--- src/rtl/pkt_rr_arb_pkg.sv ---
// Shared definitions for the packet round-robin arbiter.
// Holds the word width, descriptor width, key width, the word-marker
// constants carried in data bits [133:132], the FSM state encoding and a
// tail-detect helper.
package pkt_rr_arb_pkg;

  localparam int DATA_W  = 134;
  localparam int KEY_W   = 54;
  localparam int PTYPE_W = 3;
  localparam int DESC_W  = PTYPE_W + KEY_W;

  localparam logic [1:0] MRK_HEAD = 2'b01;
  localparam logic [1:0] MRK_MID  = 2'b11;
  localparam logic [1:0] MRK_TAIL = 2'b10;

  typedef enum logic {
    IDLE_S = 1'b0,
    SEND_S = 1'b1
  } state_e;

  // Only the tail marker ends a packet; a head or middle marker never does.
  function automatic logic is_tail(input logic [DATA_W-1:0] word);
    return word[DATA_W-1 -: 2] == MRK_TAIL;
  endfunction

endpackage

--- src/rtl/pkt_rr_arb_if.sv ---
// Bundle of source-FIFO and pfw-side signals of pkt_rr_arb.
//   master : arbiter side (pops the source FIFOs, drives the pfw outputs)
//   slave  : environment side (source FIFOs, downstream almost-full, pfw sink)
// Signals:
//   src_data/src_desc/src_desc_empty : show-ahead heads of the per-source FIFOs
//   src_data_rd/src_desc_rd          : per-source pop strobes
//   in_alf                           : downstream almost full
//   out_*                            : packet words and sideband toward pfw
interface pkt_rr_arb_if
  import pkt_rr_arb_pkg::*;
#(
  parameter int NUM_SRC = 4
);
  logic [NUM_SRC*DATA_W-1:0] src_data;
  logic [NUM_SRC-1:0]        src_data_rd;
  logic [NUM_SRC*DESC_W-1:0] src_desc;
  logic [NUM_SRC-1:0]        src_desc_empty;
  logic [NUM_SRC-1:0]        src_desc_rd;
  logic                      in_alf;
  logic [DATA_W-1:0]         out_data;
  logic                      out_data_wr;
  logic                      out_valid;
  logic                      out_valid_wr;
  logic [PTYPE_W-1:0]        out_pkttype;
  logic [KEY_W-1:0]          out_key;
  logic [NUM_SRC-1:0]        out_grant;

  modport master (
    input  src_data, src_desc, src_desc_empty, in_alf,
    output src_data_rd, src_desc_rd, out_data, out_data_wr, out_valid,
           out_valid_wr, out_pkttype, out_key, out_grant
  );

  modport slave (
    output src_data, src_desc, src_desc_empty, in_alf,
    input  src_data_rd, src_desc_rd, out_data, out_data_wr, out_valid,
           out_valid_wr, out_pkttype, out_key, out_grant
  );
endinterface

--- src/rtl/pkt_rr_arb_rr_pick.sv ---
// Combinational round-robin picker.
//   req : per-source request
//   ptr : rotation start (first source to consider)
//   gnt : one-hot grant, 0 when no request
// With PKT_RR_ARB_PRIO0_EN defined, source 0 wins whenever it requests and
// the rotation only covers sources 1..NUM_SRC-1.
module pkt_rr_arb_rr_pick #(
  parameter int NUM_SRC = 4,
  parameter int PTR_W   = 2
) (
  input  logic [NUM_SRC-1:0] req,
  input  logic [PTR_W-1:0]   ptr,
  output logic [NUM_SRC-1:0] gnt
);

  logic [NUM_SRC-1:0] rr_req;
  logic [PTR_W:0]     idx;
  logic               found;

  // NOTE: every variable gets a default at the top of the block so no path
  // leaves it unassigned, which would infer a latch.
  always_comb begin
    gnt   = '0;
    found = 1'b0;
    idx   = '0;
`ifdef PKT_RR_ARB_PRIO0_EN
    rr_req = {req[NUM_SRC-1:1], 1'b0};
`else
    rr_req = req;
`endif
    for (int i = 0; i < NUM_SRC; i++) begin
      // Cyclic index ptr+i, wrapped without a modulo operator.
      idx = {1'b0, ptr} + (PTR_W+1)'(i);
      if (idx >= (PTR_W+1)'(NUM_SRC)) idx = idx - (PTR_W+1)'(NUM_SRC);
      if (!found && rr_req[idx[PTR_W-1:0]]) begin
        gnt[idx[PTR_W-1:0]] = 1'b1;
        found               = 1'b1;
      end
    end
`ifdef PKT_RR_ARB_PRIO0_EN
    if (req[0]) gnt = {{(NUM_SRC-1){1'b0}}, 1'b1};
`endif
  end

endmodule

--- src/rtl/pkt_rr_arb.sv ---
// Packet-granular round-robin arbiter: merges NUM_SRC buffered packet
// streams into the single pfw input, one whole packet at a time, with one
// idle (grant) cycle between packets. Downstream almost-full only blocks new
// grants; a started packet always completes.
// Ports:
//   clk, rst_n : clock, asynchronous active-low reset
//   bus        : pkt_rr_arb_if.master (source FIFOs in, pfw outputs out)
// Build option: PKT_RR_ARB_PRIO0_EN gives source 0 strict priority.
module pkt_rr_arb
  import pkt_rr_arb_pkg::*;
#(
  parameter int NUM_SRC = 4
) (
  input  logic          clk,
  input  logic          rst_n,
  pkt_rr_arb_if.master  bus
);

  localparam int PTR_W = (NUM_SRC > 1) ? $clog2(NUM_SRC) : 1;

  state_e               state_q, state_d;
  logic [PTR_W-1:0]     rr_ptr_q, rr_ptr_d;
  logic [PTR_W-1:0]     gnt_idx_q, gnt_idx_d;
  logic [NUM_SRC-1:0]   out_grant_q, out_grant_d;
  logic [DATA_W-1:0]    out_data_q, out_data_d;
  logic                 out_data_wr_q, out_data_wr_d;
  logic                 out_valid_q, out_valid_d;
  logic                 out_valid_wr_q, out_valid_wr_d;
  logic [PTYPE_W-1:0]   out_pkttype_q, out_pkttype_d;
  logic [KEY_W-1:0]     out_key_q, out_key_d;

  logic [NUM_SRC-1:0]   req, pick_gnt, data_rd, desc_rd;
  logic [PTR_W-1:0]     pick_idx;
  logic [DATA_W-1:0]    src_word [NUM_SRC];
  logic [DESC_W-1:0]    src_dsc  [NUM_SRC];
  logic [DATA_W-1:0]    cur_word;

  for (genvar i = 0; i < NUM_SRC; i++) begin : g_split
    assign src_word[i] = bus.src_data[i*DATA_W +: DATA_W];
    assign src_dsc[i]  = bus.src_desc[i*DESC_W +: DESC_W];
  end

  assign req      = ~bus.src_desc_empty & {NUM_SRC{~bus.in_alf}};
  assign cur_word = src_word[gnt_idx_q];

  pkt_rr_arb_rr_pick #(
    .NUM_SRC (NUM_SRC),
    .PTR_W   (PTR_W)
  ) u_rr_pick (
    .req (req),
    .ptr (rr_ptr_q),
    .gnt (pick_gnt)
  );

  always_comb begin
    pick_idx = '0;
    for (int i = 0; i < NUM_SRC; i++) begin
      if (pick_gnt[i]) pick_idx = PTR_W'(i);
    end
  end

  always_comb begin
    state_d        = state_q;
    rr_ptr_d       = rr_ptr_q;
    gnt_idx_d      = gnt_idx_q;
    out_grant_d    = out_grant_q;
    out_data_d     = out_data_q;
    out_data_wr_d  = 1'b0;
    out_valid_d    = 1'b0;
    out_valid_wr_d = 1'b0;
    out_pkttype_d  = out_pkttype_q;
    out_key_d      = out_key_q;
    data_rd        = '0;
    desc_rd        = '0;
    case (state_q)
      IDLE_S: begin
        // Owner stays visible through the tail-word cycle, then follows the
        // new grant (or clears when nothing is requesting).
        out_grant_d = pick_gnt;
        if (|req) begin
          gnt_idx_d                    = pick_idx;
          desc_rd                      = pick_gnt;
          {out_pkttype_d, out_key_d}   = src_dsc[pick_idx];
          state_d                      = SEND_S;
        end
      end
      SEND_S: begin
        data_rd[gnt_idx_q] = 1'b1;
        out_data_d         = cur_word;
        out_data_wr_d      = 1'b1;
        if (is_tail(cur_word)) begin
          out_valid_d    = 1'b1;
          out_valid_wr_d = 1'b1;
          state_d        = IDLE_S;
`ifdef PKT_RR_ARB_PRIO0_EN
          // Source-0 grants bypass the rotation and leave it untouched.
          if (gnt_idx_q != '0)
`endif
          rr_ptr_d = (gnt_idx_q == PTR_W'(NUM_SRC-1)) ? '0 : gnt_idx_q + 1'b1;
        end
      end
      default: state_d = IDLE_S;
    endcase
  end

  // NOTE: sequential state uses non-blocking assignments so every flop samples
  // the pre-edge values regardless of block evaluation order.
  always_ff @(posedge clk or negedge rst_n) begin
    if (!rst_n) begin
      state_q        <= IDLE_S;
      rr_ptr_q       <= '0;
      gnt_idx_q      <= '0;
      out_grant_q    <= '0;
      out_data_q     <= '0;
      out_data_wr_q  <= 1'b0;
      out_valid_q    <= 1'b0;
      out_valid_wr_q <= 1'b0;
      out_pkttype_q  <= '0;
      out_key_q      <= '0;
    end else begin
      state_q        <= state_d;
      rr_ptr_q       <= rr_ptr_d;
      gnt_idx_q      <= gnt_idx_d;
      out_grant_q    <= out_grant_d;
      out_data_q     <= out_data_d;
      out_data_wr_q  <= out_data_wr_d;
      out_valid_q    <= out_valid_d;
      out_valid_wr_q <= out_valid_wr_d;
      out_pkttype_q  <= out_pkttype_d;
      out_key_q      <= out_key_d;
    end
  end

  assign bus.src_data_rd  = data_rd;
  // The descriptor pop comes straight from the request inputs, so it is
  // forced low while reset is held to keep every output at 0.
  assign bus.src_desc_rd  = desc_rd & {NUM_SRC{rst_n}};
  assign bus.out_data     = out_data_q;
  assign bus.out_data_wr  = out_data_wr_q;
  assign bus.out_valid    = out_valid_q;
  assign bus.out_valid_wr = out_valid_wr_q;
  assign bus.out_pkttype  = out_pkttype_q;
  assign bus.out_key      = out_key_q;
  assign bus.out_grant    = out_grant_q;

endmodule

--- src/flat_wrapper.sv ---
// flat-port wrapper written by rule: the top's interface ports become plain ports
module pkt_rr_arb_flat import pkt_rr_arb_pkg::*;
#(
  parameter int NUM_SRC = 4
)
  (clk, rst_n, bus_src_data, bus_src_desc, bus_src_desc_empty, bus_in_alf, bus_src_data_rd, bus_src_desc_rd, bus_out_data, bus_out_data_wr, bus_out_valid, bus_out_valid_wr, bus_out_pkttype, bus_out_key, bus_out_grant);
  pkt_rr_arb_if #(.NUM_SRC(NUM_SRC)) bus_i ();
  input  logic clk;
  input  logic rst_n;
  input wire logic [$bits(bus_i.src_data)-1:0] bus_src_data;
  input wire logic [$bits(bus_i.src_desc)-1:0] bus_src_desc;
  input wire logic [$bits(bus_i.src_desc_empty)-1:0] bus_src_desc_empty;
  input wire logic [$bits(bus_i.in_alf)-1:0] bus_in_alf;
  output wire logic [$bits(bus_i.src_data_rd)-1:0] bus_src_data_rd;
  output wire logic [$bits(bus_i.src_desc_rd)-1:0] bus_src_desc_rd;
  output wire logic [$bits(bus_i.out_data)-1:0] bus_out_data;
  output wire logic [$bits(bus_i.out_data_wr)-1:0] bus_out_data_wr;
  output wire logic [$bits(bus_i.out_valid)-1:0] bus_out_valid;
  output wire logic [$bits(bus_i.out_valid_wr)-1:0] bus_out_valid_wr;
  output wire logic [$bits(bus_i.out_pkttype)-1:0] bus_out_pkttype;
  output wire logic [$bits(bus_i.out_key)-1:0] bus_out_key;
  output wire logic [$bits(bus_i.out_grant)-1:0] bus_out_grant;
  assign bus_i.src_data = bus_src_data;
  assign bus_i.src_desc = bus_src_desc;
  assign bus_i.src_desc_empty = bus_src_desc_empty;
  assign bus_i.in_alf = bus_in_alf;
  assign bus_src_data_rd = bus_i.src_data_rd;
  assign bus_src_desc_rd = bus_i.src_desc_rd;
  assign bus_out_data = bus_i.out_data;
  assign bus_out_data_wr = bus_i.out_data_wr;
  assign bus_out_valid = bus_i.out_valid;
  assign bus_out_valid_wr = bus_i.out_valid_wr;
  assign bus_out_pkttype = bus_i.out_pkttype;
  assign bus_out_key = bus_i.out_key;
  assign bus_out_grant = bus_i.out_grant;
  pkt_rr_arb #(.NUM_SRC(NUM_SRC)) u_core (.clk(clk), .rst_n(rst_n), .bus(bus_i));
endmodule
--- config.mk ---
export PLATFORM = sky130hd
export DESIGN_NAME = pkt_rr_arb_flat
export DESIGN_NICKNAME = d
export VERILOG_FILES = /design/src/rtl/pkt_rr_arb_pkg.sv /design/src/rtl/pkt_rr_arb_if.sv /design/src/rtl/pkt_rr_arb_rr_pick.sv /design/src/rtl/pkt_rr_arb.sv /design/src/flat_wrapper.sv
export SDC_FILE = /design/constraint.sdc
export NUM_CORES = 1
export LEC_CHECK = 0
export CORE_AREA = 2 2 377 379
export CTS_CLUSTER_DIAMETER = 200
export DETAILED_ROUTE_END_ITERATION = 8
export DIE_AREA = 0 0 379 381
export GPL_TIMING_DRIVEN = 0
export SYNTH_ARGS = -nofsm -noshare
export SYNTH_HDL_FRONTEND = slang
export SYNTH_SLANG_ARGS = --single-unit
--- constraint.sdc ---
create_clock -name clk -period 4 [get_ports clk]
set_input_delay 1.2 -clock clk [delete_from_list [all_inputs] [get_ports clk]]
set_output_delay 1.2 -clock clk [all_outputs]
set_load 0.02 [all_outputs]
==> summary.txt, run 1 <==
Util after Layout = 19.5%
Final period util = 99.0%
share of layout cells above drive strength 1 = 20.9%
VDD IR max = 357 uV
crit start category = input pin
remaining antenna violation count after routing = 0
CP max stage delay = 0.21 ns
Primary FF master, synth = dfrtp_1
critical path's slowest cell = and2b_4
Final Setup Violations = 0
Max Cap Violations = 0
Nets = 2974
Pins Over Slew Limit = 0
Routed WL = 126000 um
DR vias/cell = 3.83
Worst-Skew Late Latency = 0.65 ns
drt drc = 0
Yosys warning total = 0
most frequent cells in the layout = clkdlybuf4s50_1, dfrtp_1, mux2_2
Clock Tree Root = clkbuf_16
Setup CP Type = in2out
pwr dens = 697 nW/um2
DR pass1 iterations = 5
clock tree from TritonCTS = done
fill count = 15500
syn nets = 1937
Gate Count Post-Synth = 1154
Max-slew headroom = 7.03%
Core Box Area = 141000 um2
clock-pin slew on the worst setup and hold paths = 0.06 ns
area of the multi-input gates = 7850 um2
post-synthesis sequential area ratio = 36.9%
Starting DRT DRC Count = 1001
die height = 381 um
Worst Skew = 0.0548 ns
vias in the first global route = 16300
Seq. cell area = 5060 um2
Slew @ Worst Pin = 1.39 ns
area post-placement = 25900 um2
worst hold path class = in2async
Port Buffers = 976
DP HPWL = 110000 um
H-Tree Depth = 1
area grow syn2layout = 100%
area of the mapped netlist = 13700 um2
largest net degree at the start of global routing = 98
EDFF count, synth = 0
routed len/inst = 30.6 um
Tot GR Track Use = 16.7%
CTS Sinks = 202
Worst EP arrival = 2.76 ns
I/O pin cnt = 977
Fin. Hold Viols = 0
minimum clock period = 3.96 ns
die span in x = 379 um
Yosys cell types = 49
Critical path buffers and inverters = 4
static leakage = 9.94 nW
GP Congestion = 0.970
cts bufs inserted = 30
CP delay by family, top = buffers and inverters
status = complete, no violations
commonest non-fill, non-tap cell in the layout = clkdlybuf4s50_1
unrepaired setup endpoints after global routing = true
initial antenna violation count = 74
buffer levels on the longest clock path = 3
Max FO, Critical Path = 9
grt ovf = 0
CP endpoint kind = output port
syn_area_per_cell = 11.9 um2
FMAX = 0.252 GHz
synthesized flop and latch total = 202
first-pass GRT wire length = 160000 um
Final Instance Area = 27400 um2
crit-path cells = clkbuf_4, and2b_4, a22oi_4, buf_12, buf_4, nor2_2, a31oi_1, o211ai_1, nor2b_4, buf_6
Initial Utilization = 9.73%
WP data required = 2.80 ns
Total Die Area = 144000 um2
Async S/R FF share, synth = 100%
Rows = 138
Hold Buf Count CTS = 0
vias after detailed routing = 15800
Yosys cell counts, drive strengths merged, types with 5 or more instances:
library cell | instances | share of area, %
clkbuf | 67 | 1.8
nor2 | 64 | 1.8
mux4 | 134 | 22
a21oi | 58 | 2.1
inv | 67 | 1.8
mux2 | 139 | 11
nand2 | 5 | 0.14
o21ai | 9 | 0.44
ha | 12 | 1.1
buf | 63 | 2.9
nand3 | 61 | 2.3
a31oi | 116 | 5.3
dfrtp | 202 | 37
o211ai | 60 | 3.4
and4 | 57 | 3.6
worst paths after layout:
path,slack (ns),depth (start not counted),to,start
worst min register to register,0.41,0,u_core.bus.out_data_wr,u_core.state_q
max in group asynchronous,2.78,2,u_core.bus.out_key[46],rst_n
worst max register to register,0.20,17,u_core.bus.out_key[50],u_core.rr_ptr_q[0]
worst min-delay path,0.40,1,u_core.bus.out_key[6],rst_n
worst max-delay path,0.04,10,bus_src_desc_rd[0],bus_in_alf
min in group clk,0.41,0,u_core.bus.out_data_wr,u_core.state_q
metal layers:
layer | up-vias | global-route usage, % | routed length, um
met1 | 8005 | 19.8 | 47900
met5 | - | 0 | 197
met3 | 213 | 4.96 | 12100
met4 | 30 | 6.75 | 5440
li1 | 6612 | - | -
met2 | 927 | 28.1 | 60400
kinds of logic (layout without fill, tap and decap cells):
logic type / count (synthesis) / count (layout) / synth area share (%)
AO/OA/AOI/OAI: 254 / 254 / 12.2
multiplexers: 277 / 277 / 33.9
buffers and inverters: 197 / 1252 / 6.60
flip-flops: 202 / 202 / 36.9
other: 0 / 22 / 0
AND/OR/NAND/NOR: 212 / 212 / 9.26
adder cells (fa/ha/maj): 12 / 12 / 1.10
power by group:
part | leakage [nW] | internal, mW | switching (mW)
combinational | 7.16 | 5.71 | 6.97
sequential | 2.33 | 3.11 | 0.613
clock | 0.455 | 1.51 | 1.16
state kept, by name, summed over array words and instances (netlist names), 2 cells and up:
| register | cells |
|---|---|
| u_core.gnt_idx_q | 2 |
| u_core.bus.out_data | 134 |
| u_core.bus.out_key | 54 |
| u_core.bus.out_grant | 4 |
| u_core.rr_ptr_q | 2 |
| u_core.bus.out_pkttype | 3 |
through the flow:
stage / total power [mW] / cells / worst slack [ns] / setup TNS, ns / hold WS [ns]
after floorplan: 9.81 / 1154 / 0.0755 / 0 / 0.364
after global placement: 16.1 / 4020 / -11.40 / -1826.89 / 0.382
after detailed placement: 16.2 / 4022 / -2.63 / -55.13 / 0.384
after CTS: 19.3 / 4093 / -0.0496 / -0.0929 / 0.364
after global routing: 20.1 / 4112 / -0.0852 / -0.160 / 0.376
final: 19.1 / 4121 / 0.0392 / 0 / 0.399
repair_timing:
item,CTS,global route
setup buffers,25,7
endpoints found under the setup margin,70,16
pin swaps,17,10
gates resized for setup,137,14
layout make-up:
type,instances,area share [%]
Sequential cell,202,18.5
Antenna cell,22,0.201
Multi-Input combinational cell,755,28.7
Timing Repair Buffer,1009,36.8
Clock buffer,42,3.05
Inverter,67,0.941
Clock inverter,8,0.379
Tap cell,1890,8.63
Buffer,126,2.90
Power figures use the tool's default switching activity.
==> run 2, diff against run 1 <==
--- a/config.mk
+++ b/config.mk
@@ -5,10 +5,10 @@
 export SDC_FILE = /design/constraint.sdc
 export NUM_CORES = 1
 export LEC_CHECK = 0
-export CORE_AREA = 2 2 377 379
+export CORE_AREA = 2 2 379 381
 export CTS_CLUSTER_DIAMETER = 200
 export DETAILED_ROUTE_END_ITERATION = 8
-export DIE_AREA = 0 0 379 381
+export DIE_AREA = 0 0 381 383
 export GPL_TIMING_DRIVEN = 0
 export SYNTH_ARGS = -nofsm -noshare
 export SYNTH_HDL_FRONTEND = slang
==> constraint.sdc (replaced) <==
create_clock -name clk -period 3.7 [get_ports clk]
set_input_delay 1.11 -clock clk [delete_from_list [all_inputs] [get_ports clk]]
set_output_delay 1.11 -clock clk [all_outputs]
set_load 0.02 [all_outputs]
==> run 2 against run 1 <==
The flow now finishes with violations (setup timing). Sequential share of layout area down 0.16 points. Global-route usage up 0.45 points. Critical path depth down 3. Clock-buffer cell count up 1. Clock skew down 0.019 ns. Sequential power up 8.6%. Final area up 0.85%. Via count up 0.10%. Hold slack worse by 0.032 ns. Flip-flop and latch count unchanged. Routed wire length up 3.6%. Register-to-register slack worse by 0.08 ns.
==> summary.txt, run 2 (synthesis gave the netlist of run 1 again) <==
status = complete, but fails checks
failing checks = setup timing
Final Setup Violations = 4 (+4)
share of layout cells above drive strength 1 = 21.5% (+0.62 points)
area grow syn2layout = 102%
Core Box Area = 142000 um2 (+1.2%)
unrepaired setup endpoints after global routing = true
die span in x = 381 um (+0.53%)
largest net degree at the start of global routing = 92 (-6.1%)
Hold Buf Count CTS = 0 (unchanged)
Worst Slack Setup Final = -0.224 ns (-0.263 ns)
crit-path cells = clkdlybuf4s15_2, or3b_4, o211ai_4, nand4_4, buf_8, a31oi_1, buf_4
minimum clock period = 3.92 ns
DP HPWL = 113000 um (+3.2%)
critical path's slowest cell = or3b_4
CP delay by family, top = buffers and inverters
Final Power = 21.2 mW (+11%)
most frequent cells in the layout = clkdlybuf4s50_1, dfrtp_1, mux2_2
Initial Utilization = 9.62% (-0.12 points)
Max Cap Violations = 0 (unchanged)
initial antenna violation count = 106 (+43%)
Worst EP arrival = 2.81 ns (+0.05 ns)
Clock Tree Root = clkbuf_16
Final period util = 106%
Pins Over Slew Limit = 0 (unchanged)
clock-pin slew on the worst setup and hold paths = 0.06 ns (about the same)
Rows = 139 (+0.72%)
vias after detailed routing = 15800 (+0.10%)
pwr dens = 766 nW/um2 (+10%)
Max FO, Critical Path = 8 (-1)
WP data required = 2.59 ns (-0.21 ns)
H-Tree Depth = 1 (unchanged)
Nets = 2982 (+0.27%)
die height = 383 um (+0.52%)
remaining antenna violation count after routing = 0 (unchanged)
routed len/inst = 31.4 um (+2.8%)
I/O pin cnt = 977 (unchanged)
Tot GR Track Use = 17.2% (+0.45 points)
Starting DRT DRC Count = 1004 (+0.30%)
DR vias/cell = 3.80 (-0.69%)
grt ovf = 0 (unchanged)
Slew @ Worst Pin = 1.06 ns (-0.336 ns)
FMAX = 0.255 GHz
Setup CP Type = in2out
buffer levels on the longest clock path = 3 (unchanged)
crit start category = input pin
static leakage = 10.0 nW (+0.74%)
Total Die Area = 146000 um2 (+1.1%)
Fin. Hold Viols = 0 (unchanged)
Critical path buffers and inverters = 3 (-1)
drt drc = 0 (unchanged)
cts bufs inserted = 31 (+3.3%)
clock tree from TritonCTS = done
GP Congestion = 0.973 (+0.29%)
Port Buffers = 976 (unchanged)
Max-slew headroom = 29.1% (+22 points)
Worst Skew = 0.0358 ns (-0.0190 ns)
Worst-Skew Late Latency = 0.66 ns (about the same)
CP endpoint kind = output port
DR pass1 iterations = 5 (unchanged)
max reg flops = 134 (unchanged)
Routed WL = 131000 um (+3.6%)
CTS Sinks = 202 (unchanged)
VDD IR max = 401 uV (+12%)
commonest non-fill, non-tap cell in the layout = clkdlybuf4s50_1
vias in the first global route = 16100 (-0.79%)
first-pass GRT wire length = 165000 um (+3.0%)
Final TNS setup = -0.693 ns (-0.693 ns)
worst hold path class = in2async
CP max stage delay = 0.42 ns (+0.21 ns)
run 2: changes by cell type in the layout (fill, tap and decap cells not counted), moves of 3 or more:
cell             delta
clkbuf_1            -3
bufinv_16           +3
diode_2             +5
buf_12              -3
buf_4               +6
clkinv_2            +3
clkdlybuf4s15_2     +6
run 2: where the power goes:
part	internal (mW)	switching [mW]	total (mW)	leakage, nW
clock	1.90	1.33	3.23	0.520
combinational	6.21	7.68	13.9	7.17
sequential	3.37	0.680	4.05	2.33
total	11.5	9.69	21.2	10.0
run 2: cell type report:
| cell class | count | area, um2 |
|---|---|---|
| fill | 15800 | 115000 |
| timing repair buffer | 1022 | 10200 |
| multi-input combinational | 755 | 7850 |
| sequential | 202 | 5060 |
| tap | 1903 | 2380 |
| clock buffer | 43 | 861 |
| buffer | 120 | 721 |
| inverter | 67 | 263 |
| clock inverter | 15 | 206 |
| antenna | 27 | 67.6 |
run 2: routing by layer:
| layer | GRT usage (%) | share of wire (%) |
|---|---|---|
| met1 | 19.2 | 37 |
| met2 | 30.0 | 50 |
| met3 | 6.40 | 10 |
| met4 | 5.64 | 2.9 |
| met5 | 0 | 0.26 |
run 2: final timing paths:
check / from / to / slack [ns] / cells past startpoint
max reg2reg: u_core.rr_ptr_q[0] / u_core.bus.out_key[15] / 0.12 / 13
max: bus_src_desc_empty[1] / bus_src_desc_rd[1] / -0.22 / 7
max in group asynchronous: rst_n / u_core.bus.out_data[102] / 2.33 / 2
min in group clk: u_core.state_q / u_core.bus.out_data_wr / 0.42 / 0
min reg2reg: u_core.state_q / u_core.bus.out_data_wr / 0.42 / 0
min: rst_n / u_core.bus.out_key[7] / 0.37 / 1
run 2: per-stage QoR:
| stage | utilization [%] | cells | cell area, um2 | setup WS, ns | hold WS (ns) |
|---|---|---|---|---|---|
| 2_1_floorplan | - | 1154 | 13700 | 0.0466 | 0.364 |
| 3_3_place_gp | 18.2 | 4033 | 25800 | -12.50 | 0.377 |
| 3_5_place_dp | 18.2 | 4037 | 25900 | -2.90 | 0.389 |
| 4_1_cts | 19.3 | 4122 | 27500 | -0.365 | 0.357 |
| 5_1_grt | 19.4 | 4144 | 27600 | -0.284 | 0.384 |
| 6_report | 19.4 | 4154 | 27600 | -0.224 | 0.367 |
run 2: repair_timing:
item	CTS	global route
resized for setup	129	18
buffers inserted	31	11
endpoints found under the setup margin	132	40
pin swaps	15	15
